==> src/rtl/instr_byte_queue_if.sv <==
// Bus between fetch/decode and the instruction byte queue: fetch push side,
// decode window/consume side, flush and status.
interface instr_byte_queue_if #(
    parameter int FETCH_BYTES  = 4,
    parameter int WINDOW_BYTES = 11,
    parameter int DEPTH_BYTES  = 16
);
    localparam int CNT_W = $clog2(DEPTH_BYTES + 1);
    localparam int NB_W  = $clog2(FETCH_BYTES + 1);

    // Handshakes: a fetch word moves on a cycle where fetch_valid && fetch_ready;
    // upstream holds the word until then. An instruction retires on a cycle where
    // consume_valid && window_valid; consume_valid while !window_valid is ignored.
    logic                      fetch_valid;
    logic                      fetch_ready;
    logic [FETCH_BYTES*8-1:0]  fetch_data;
    logic [NB_W-1:0]           fetch_nbytes;
    logic                      fetch_last;
    logic                      flush;
    logic                      window_valid;
    logic [WINDOW_BYTES*8-1:0] window;
    logic [CNT_W-1:0]          count;
    logic                      consume_valid;
    logic [3:0]                consume_len;
    logic                      drained;
    logic                      error;

    modport master (
        output fetch_valid, fetch_data, fetch_nbytes, fetch_last, flush,
               consume_valid, consume_len,
        input  fetch_ready, window_valid, window, count, drained, error
    );

    modport slave (
        input  fetch_valid, fetch_data, fetch_nbytes, fetch_last, flush,
               consume_valid, consume_len,
        output fetch_ready, window_valid, window, count, drained, error
    );
endinterface

==> src/rtl/instr_byte_queue.sv <==
// Byte-granular instruction prefetch queue: circular byte buffer filled by fetch
// words, presenting an instruction-aligned window to operand decode.
module instr_byte_queue #(
    parameter int DEPTH_BYTES  = 16,
    parameter int FETCH_BYTES  = 4,
    parameter int WINDOW_BYTES = 11
) (
    input logic clk,
    input logic rst,
    instr_byte_queue_if.slave q
);
    localparam int PTR_W = $clog2(DEPTH_BYTES);
    localparam int CNT_W = $clog2(DEPTH_BYTES + 1);
    localparam int NB_W  = $clog2(FETCH_BYTES + 1);

    logic [7:0]       mem [DEPTH_BYTES];
    logic [PTR_W-1:0] rd_ptr;
    logic [PTR_W-1:0] wr_ptr;
    logic [CNT_W-1:0] cnt;
    logic             eof;
    logic             err;

    logic             ready;
    logic             wv;
    logic             push;
    logic             take;
    logic             over;
    logic [NB_W-1:0]  push_nb;
    logic [CNT_W-1:0] push_amt;
    logic [CNT_W-1:0] cons_amt;
    logic [CNT_W-1:0] cnt_next;
    logic [WINDOW_BYTES*8-1:0] win;

    // Control is derived only from registered state; nothing bypasses the buffer.
    always_comb begin
        ready   = (cnt <= CNT_W'(DEPTH_BYTES - FETCH_BYTES)) && !eof && !err;
        wv      = !err && ((cnt >= CNT_W'(WINDOW_BYTES)) || (eof && cnt != '0));
        push_nb = q.fetch_nbytes;
        if (q.fetch_nbytes == '0 || q.fetch_nbytes > NB_W'(FETCH_BYTES)) begin
            push_nb = NB_W'(FETCH_BYTES);
        end
        push     = q.fetch_valid && ready;
        take     = q.consume_valid && wv;
        // Over-consume is judged against the pre-push count.
        over     = take && (CNT_W'(q.consume_len) > cnt);
        push_amt = push ? CNT_W'(push_nb) : '0;
        cons_amt = (take && !over) ? CNT_W'(q.consume_len) : '0;
        cnt_next = cnt + push_amt - cons_amt;
    end

    always_ff @(posedge clk) begin
        if (rst || q.flush) begin
            rd_ptr <= '0;
            wr_ptr <= '0;
            cnt    <= '0;
            eof    <= 1'b0;
            err    <= 1'b0;
        end else begin
            if (push) begin
                wr_ptr <= wr_ptr + PTR_W'(push_amt);
                if (q.fetch_last) begin
                    eof <= 1'b1;
                end
            end
            if (over) begin
                err <= 1'b1;
            end else begin
                rd_ptr <= rd_ptr + PTR_W'(cons_amt);
            end
            cnt <= cnt_next;
        end
    end

    // Byte storage carries no reset; bytes beyond count are masked in the window.
    always_ff @(posedge clk) begin
        if (push && !q.flush && !rst) begin
            for (int i = 0; i < FETCH_BYTES; i++) begin
                if (NB_W'(i) < push_nb) begin
                    mem[wr_ptr + PTR_W'(i)] <= q.fetch_data[8*i +: 8];
                end
            end
        end
    end

    always_comb begin
        win = '0;
        for (int k = 0; k < WINDOW_BYTES; k++) begin
            if (CNT_W'(k) < cnt) begin
                win[8*k +: 8] = mem[rd_ptr + PTR_W'(k)];
            end
        end
    end

    assign q.fetch_ready  = ready;
    assign q.window_valid = wv;
    assign q.window       = win;
    assign q.count        = cnt;
    assign q.drained      = eof && (cnt == '0);
    assign q.error        = err;
endmodule

==> src/flat_wrapper.sv <==
// flat-port wrapper written by rule: the top's interface ports become plain ports
module instr_byte_queue_flat 
#(
    parameter int DEPTH_BYTES  = 16,
    parameter int FETCH_BYTES  = 4,
    parameter int WINDOW_BYTES = 11
)
  (clk, rst, q_fetch_valid, q_fetch_data, q_fetch_nbytes, q_fetch_last, q_flush, q_consume_valid, q_consume_len, q_fetch_ready, q_window_valid, q_window, q_count, q_drained, q_error);
  instr_byte_queue_if #(.FETCH_BYTES(FETCH_BYTES), .WINDOW_BYTES(WINDOW_BYTES), .DEPTH_BYTES(DEPTH_BYTES)) q_i ();
  input logic clk;
  input logic rst;
  input wire logic [$bits(q_i.fetch_valid)-1:0] q_fetch_valid;
  input wire logic [$bits(q_i.fetch_data)-1:0] q_fetch_data;
  input wire logic [$bits(q_i.fetch_nbytes)-1:0] q_fetch_nbytes;
  input wire logic [$bits(q_i.fetch_last)-1:0] q_fetch_last;
  input wire logic [$bits(q_i.flush)-1:0] q_flush;
  input wire logic [$bits(q_i.consume_valid)-1:0] q_consume_valid;
  input wire logic [$bits(q_i.consume_len)-1:0] q_consume_len;
  output wire logic [$bits(q_i.fetch_ready)-1:0] q_fetch_ready;
  output wire logic [$bits(q_i.window_valid)-1:0] q_window_valid;
  output wire logic [$bits(q_i.window)-1:0] q_window;
  output wire logic [$bits(q_i.count)-1:0] q_count;
  output wire logic [$bits(q_i.drained)-1:0] q_drained;
  output wire logic [$bits(q_i.error)-1:0] q_error;
  assign q_i.fetch_valid = q_fetch_valid;
  assign q_i.fetch_data = q_fetch_data;
  assign q_i.fetch_nbytes = q_fetch_nbytes;
  assign q_i.fetch_last = q_fetch_last;
  assign q_i.flush = q_flush;
  assign q_i.consume_valid = q_consume_valid;
  assign q_i.consume_len = q_consume_len;
  assign q_fetch_ready = q_i.fetch_ready;
  assign q_window_valid = q_i.window_valid;
  assign q_window = q_i.window;
  assign q_count = q_i.count;
  assign q_drained = q_i.drained;
  assign q_error = q_i.error;
  instr_byte_queue #(.DEPTH_BYTES(DEPTH_BYTES), .FETCH_BYTES(FETCH_BYTES), .WINDOW_BYTES(WINDOW_BYTES)) u_core (.clk(clk), .rst(rst), .q(q_i));
endmodule
==> config.mk <==
export PLATFORM = sky130hd
export DESIGN_NAME = instr_byte_queue_flat
export DESIGN_NICKNAME = d
export VERILOG_FILES = /design/src/rtl/instr_byte_queue_if.sv /design/src/rtl/instr_byte_queue.sv /design/src/flat_wrapper.sv
export SDC_FILE = /design/constraint.sdc
export NUM_CORES = 1
export LEC_CHECK = 0
export BUFFER_PORTS_ARGS = -buffer_cell sky130_fd_sc_hd__buf_4
export CAP_MARGIN = 20
export CORE_AREA = 2 2 180 182
export DETAILED_ROUTE_END_ITERATION = 8
export DIE_AREA = 0 0 182 184
export PLACE_DENSITY = 0.81
export SYNTH_ARGS = -nofsm -noshare
export SYNTH_HDL_FRONTEND = slang
export SYNTH_SLANG_ARGS = --single-unit
==> constraint.sdc <==
create_clock -name clk -period 5.47 [get_ports clk]
set_input_delay 1.094 -clock clk [delete_from_list [all_inputs] [get_ports clk]]
set_output_delay 1.094 -clock clk [all_outputs]
set_load 0.05 [all_outputs]
==> insert_results.sql <==
INSERT INTO impl_metrics (metric_group, metric, value, unit) VALUES
('power_and_ir_drop', 'vdd.ir_drop.worst', '0.000262', 'V'),
('status', 'status', 'finished clean', ''),
('place', 'port_bufs', '141', ''),
('grt', 'first_global_vias', '14000', ''),
('yosys', 'syn_nets', '1689', ''),
('routing', 'drt_first_iter_violations', '2379', ''),
('clock_network', 'holdBufCountCts', '0', ''),
('yosys', 'synth_top_family_by_area', 'multiplexers', ''),
('die', 'die_width', '182', 'µm'),
('sta', 'setup_viol_count_final', '0', ''),
('worst_setup_path', 'crit_start', 'u_core.rd_ptr[1]$_SDFFE_PP0N_', ''),
('yosys', 'netlist_cell_types', '63', ''),
('worst_setup_path', 'worst_setup_path_end_kind', 'output pin', ''),
('yosys', 'synth_enable_flop_cells', '128', ''),
('routing', 'wire_per_inst', '30.6', 'µm'),
('place', 'dp.final_hpwl', '47.5', 'mm'),
('finish', 'num_antenna_cells', '0', ''),
('worst_setup_path', 'critPathSlowestCell', 'sky130_fd_sc_hd__ha_4', ''),
('die', 'fp.dieArea', '33500', 'µm²'),
('routing', 'route.detailed.drc', '0', ''),
('clock_network', 'tritoncts.num_buffers', '17', ''),
('yosys', 'synth.area.mux_share', '34.7', '%'),
('yosys', 'synth-warning-count', '0', ''),
('routing', 'number_of_iterations_in_the_first_detailed_routing_pass', '9', ''),
('clock_network', 'cts_setup_buffers', '0', ''),
('routing', 'average_vias_per_placed_instance', '7.43', ''),
('worst_setup_path', 'critPathTopFamily', 'multiplexers', ''),
('yosys', 'synth_compound_gate_area_share', '17.3', '%'),
('grt', 'grt.total_usage', '37.6', '%'),
('yosys', 'post_synth_instance_area', '16100', 'µm²'),
('die', 'core_box_area', '31400', 'µm²'),
('yosys', 'synth_fa_ha_area_share', '2.64', '%'),
('worst_setup_path', 'regToRegStartpoint', 'u_core.eof$_SDFFE_PP0P_', ''),
('routing', 'drt.antenna.violating_nets', '0', ''),
('sta', 'drv_slew', '0', ''),
('die', 'initial_utilization', '51.3', '%'),
('yosys', 'yosys_most_used_dff', 'sky130_fd_sc_hd__edfxtp_1', ''),
('power_and_ir_drop', 'cellPowerDensity', '288', 'nW/µm²'),
('sta', 'max_clock_freq', '216', 'MHz'),
('hold_path', 'holdCritPathClass', 'reg2reg', ''),
('worst_setup_path', 'path_class', 'reg2out', ''),
('place', 'place_congestion', '1.03', ''),
('yosys', 'yosys.area_share.simple', '12.9', '%'),
('clock_network', 'cts.reportedPaths.clkPinSlew', '60', 'ps'),
('run', 'timing.max_cap.violations', '0', ''),
('die', 'die_h', '184', 'µm'),
('sta', 'fin_crit', '4640', 'ps'),
('worst_setup_path', 'path_max_fanout', '32', ''),
('worst_setup_path', 'chain_of_cells_forming_the_critical_path', 'inv_1, ha_4, buf_4, mux4_2, mux4_2, nor2b_1, buf_4', ''),
('power_and_ir_drop', 'static-leakage-power', '6.28', 'nW'),
('worst_setup_path', 'cp_data_arrival_time', '3540', 'ps'),
('finish', 'num-nets-final', '1730', ''),
('yosys', 'synth_area_leader_cell', 'sky130_fd_sc_hd__edfxtp_1', ''),
('grt', 'grt_first_pass_wirelength', '92.9', 'mm'),
('sta', 'slew-limit-headroom', '26.1', '%'),
('finish', 'final_layout_size_suffix_gt1_share', '27.5', '%'),
('grt', 'grt_start_max_net_pins', '68', ''),
('clock_network', 'cts_tree', 'built', ''),
('sta', 'tns', '0', 'ps'),
('yosys', 'post_synth.cell_area_avg', '9.99', 'µm²'),
('finish', 'mostFrequentLayoutCells', 'sky130_fd_sc_hd__buf_4, sky130_fd_sc_hd__mux4_2, sky130_fd_sc_hd__mux2i_1, sky130_fd_sc_hd__edfxtp_1, sky130_fd_sc_hd__nor2_1', ''),
('sta', 'setup_repair_after_global_routing_missed_its_margin', 'false', ''),
('clock_network', 'cts_max_path_buffers', '2', ''),
('power_and_ir_drop', 'power', '0.00516', 'W'),
('hold_path', 'worst_hold_startpoint', 'u_core.q.error$_SDFFE_PP0P_', ''),
('clock_network', 'tritoncts_num_sinks', '147', ''),
('sta', 'clock-skew-final', '14.1', 'ps'),
('worst_setup_path', 'crit_required', '4380', 'ps'),
('die', 'count_of_boundary_i_o_pins', '142', ''),
('finish', 'flow.area_growth_from_synthesis', '11.3', '%'),
('yosys', 'yosysSeqAreaShare', '26.2', '%');
## logic make-up (layout without fill, tap and decap cells)
group           after synthesis  in the layout
xor+xnor                     22             22
flops                       147            147
simple gates                421            421
fa+ha+maj                    31             31
mux                         348            348
buf+inv                     200            253
compound gates              444            444
## routing by layer
layer,GRT usage [%],routed length [µm],up-vias
met3,11.9,9550,297
met5,0,11,-
met2,55.8,26500,1381
li1,-,-,6392
met4,20.6,4520,2
met1,49.1,22800,7299
## cell usage after synthesis (11+ instances only)
cell                       instances
sky130_fd_sc_hd__and2_1           30
sky130_fd_sc_hd__mux4_2          163
sky130_fd_sc_hd__xnor2_1          12
sky130_fd_sc_hd__inv_1            37
sky130_fd_sc_hd__a21o_1           22
sky130_fd_sc_hd__o22ai_1          65
sky130_fd_sc_hd__a21oi_1         121
sky130_fd_sc_hd__ha_1             26
sky130_fd_sc_hd__o21ai_1          11
sky130_fd_sc_hd__mux2i_1         132
sky130_fd_sc_hd__o21ai_0          85
sky130_fd_sc_hd__edfxtp_1        128
sky130_fd_sc_hd__buf_2            47
sky130_fd_sc_hd__a221oi_1         16
sky130_fd_sc_hd__nor3_1           20
sky130_fd_sc_hd__mux2_2           53
sky130_fd_sc_hd__buf_1            23
sky130_fd_sc_hd__nor2b_1          53
sky130_fd_sc_hd__nor2_1          126
sky130_fd_sc_hd__dfxtp_1          19
sky130_fd_sc_hd__nand2_1         116
sky130_fd_sc_hd__a211oi_1         81
sky130_fd_sc_hd__clkbuf_1         86
sky130_fd_sc_hd__nand3_1          22
## metrics by stage
stage          cell area, µm²  setup WS [ps]  instances  util [%]  hold WS (ps)
2_1_floorplan           16100            598       1613         -           467
3_3_place_gp            17300           1320       2034      55.2           539
3_5_place_dp            17300           1270       2034      55.2           547
4_1_cts                 17900            834       2065      57.1           558
5_1_grt                 17900            639       2068      57.1           593
6_report                17900            834       2068      57.1           569
## final timing paths
| check | to | slack, ps | cells past startpoint |
|---|---|---|---|
| setup / recovery | q_window[24] | 830 | 7 |
| hold reg to reg | u_core.q.error$_SDFFE_PP0P_ | 570 | 2 |
| hold / removal | u_core.q.error$_SDFFE_PP0P_ | 570 | 2 |
| setup reg to reg | u_core.q.count[4]$_SDFF_PP0_ | 1360 | 13 |
## registers in the layout (all words and copies together), names as in the netlist, named ones only
| name | cells |
|---|---|
| u_core.wr_ptr | 4 |
| u_core.eof | 1 |
| u_core.rd_ptr | 4 |
| u_core.q.count | 5 |
| u_core.q.error | 1 |
| u_core.mem | 128 |
## layout make-up
cell class              instances  area, µm²
clock inverters                13        149
flip-flops and latches        147       4230
well taps                     402        503
clock buffers                  18        429
inverters                      41        154
multi-input cells            1266      11100
fillers                      2641      13500
repair buffers                181       1360
## report_power, final
part / switching, W / leakage [nW] / total [W] / internal [W]
Clock: 0.000514 / 0.274 / 0.00119 / 0.000676
Combinational: 0.00189 / 4.70 / 0.00267 / 0.000775
Sequential: 0.0000555 / 1.31 / 0.00130 / 0.00125
## worst register-to-register path, stage by stage (launching register included)
cell and delay (ps):
sky130_fd_sc_hd__dfxtp_1 300, sky130_fd_sc_hd__buf_4 170, sky130_fd_sc_hd__nor3_1 820, sky130_fd_sc_hd__nand2_1 130, sky130_fd_sc_hd__buf_4 250, sky130_fd_sc_hd__inv_2 200
sky130_fd_sc_hd__nand2_1 220, sky130_fd_sc_hd__nor2_1 510, sky130_fd_sc_hd__fa_1 520, sky130_fd_sc_hd__ha_1 350, sky130_fd_sc_hd__a21o_1 170, sky130_fd_sc_hd__a21oi_1 170
sky130_fd_sc_hd__xnor2_1 130, sky130_fd_sc_hd__nor2_1 50
Power figures use the tool's default switching activity.
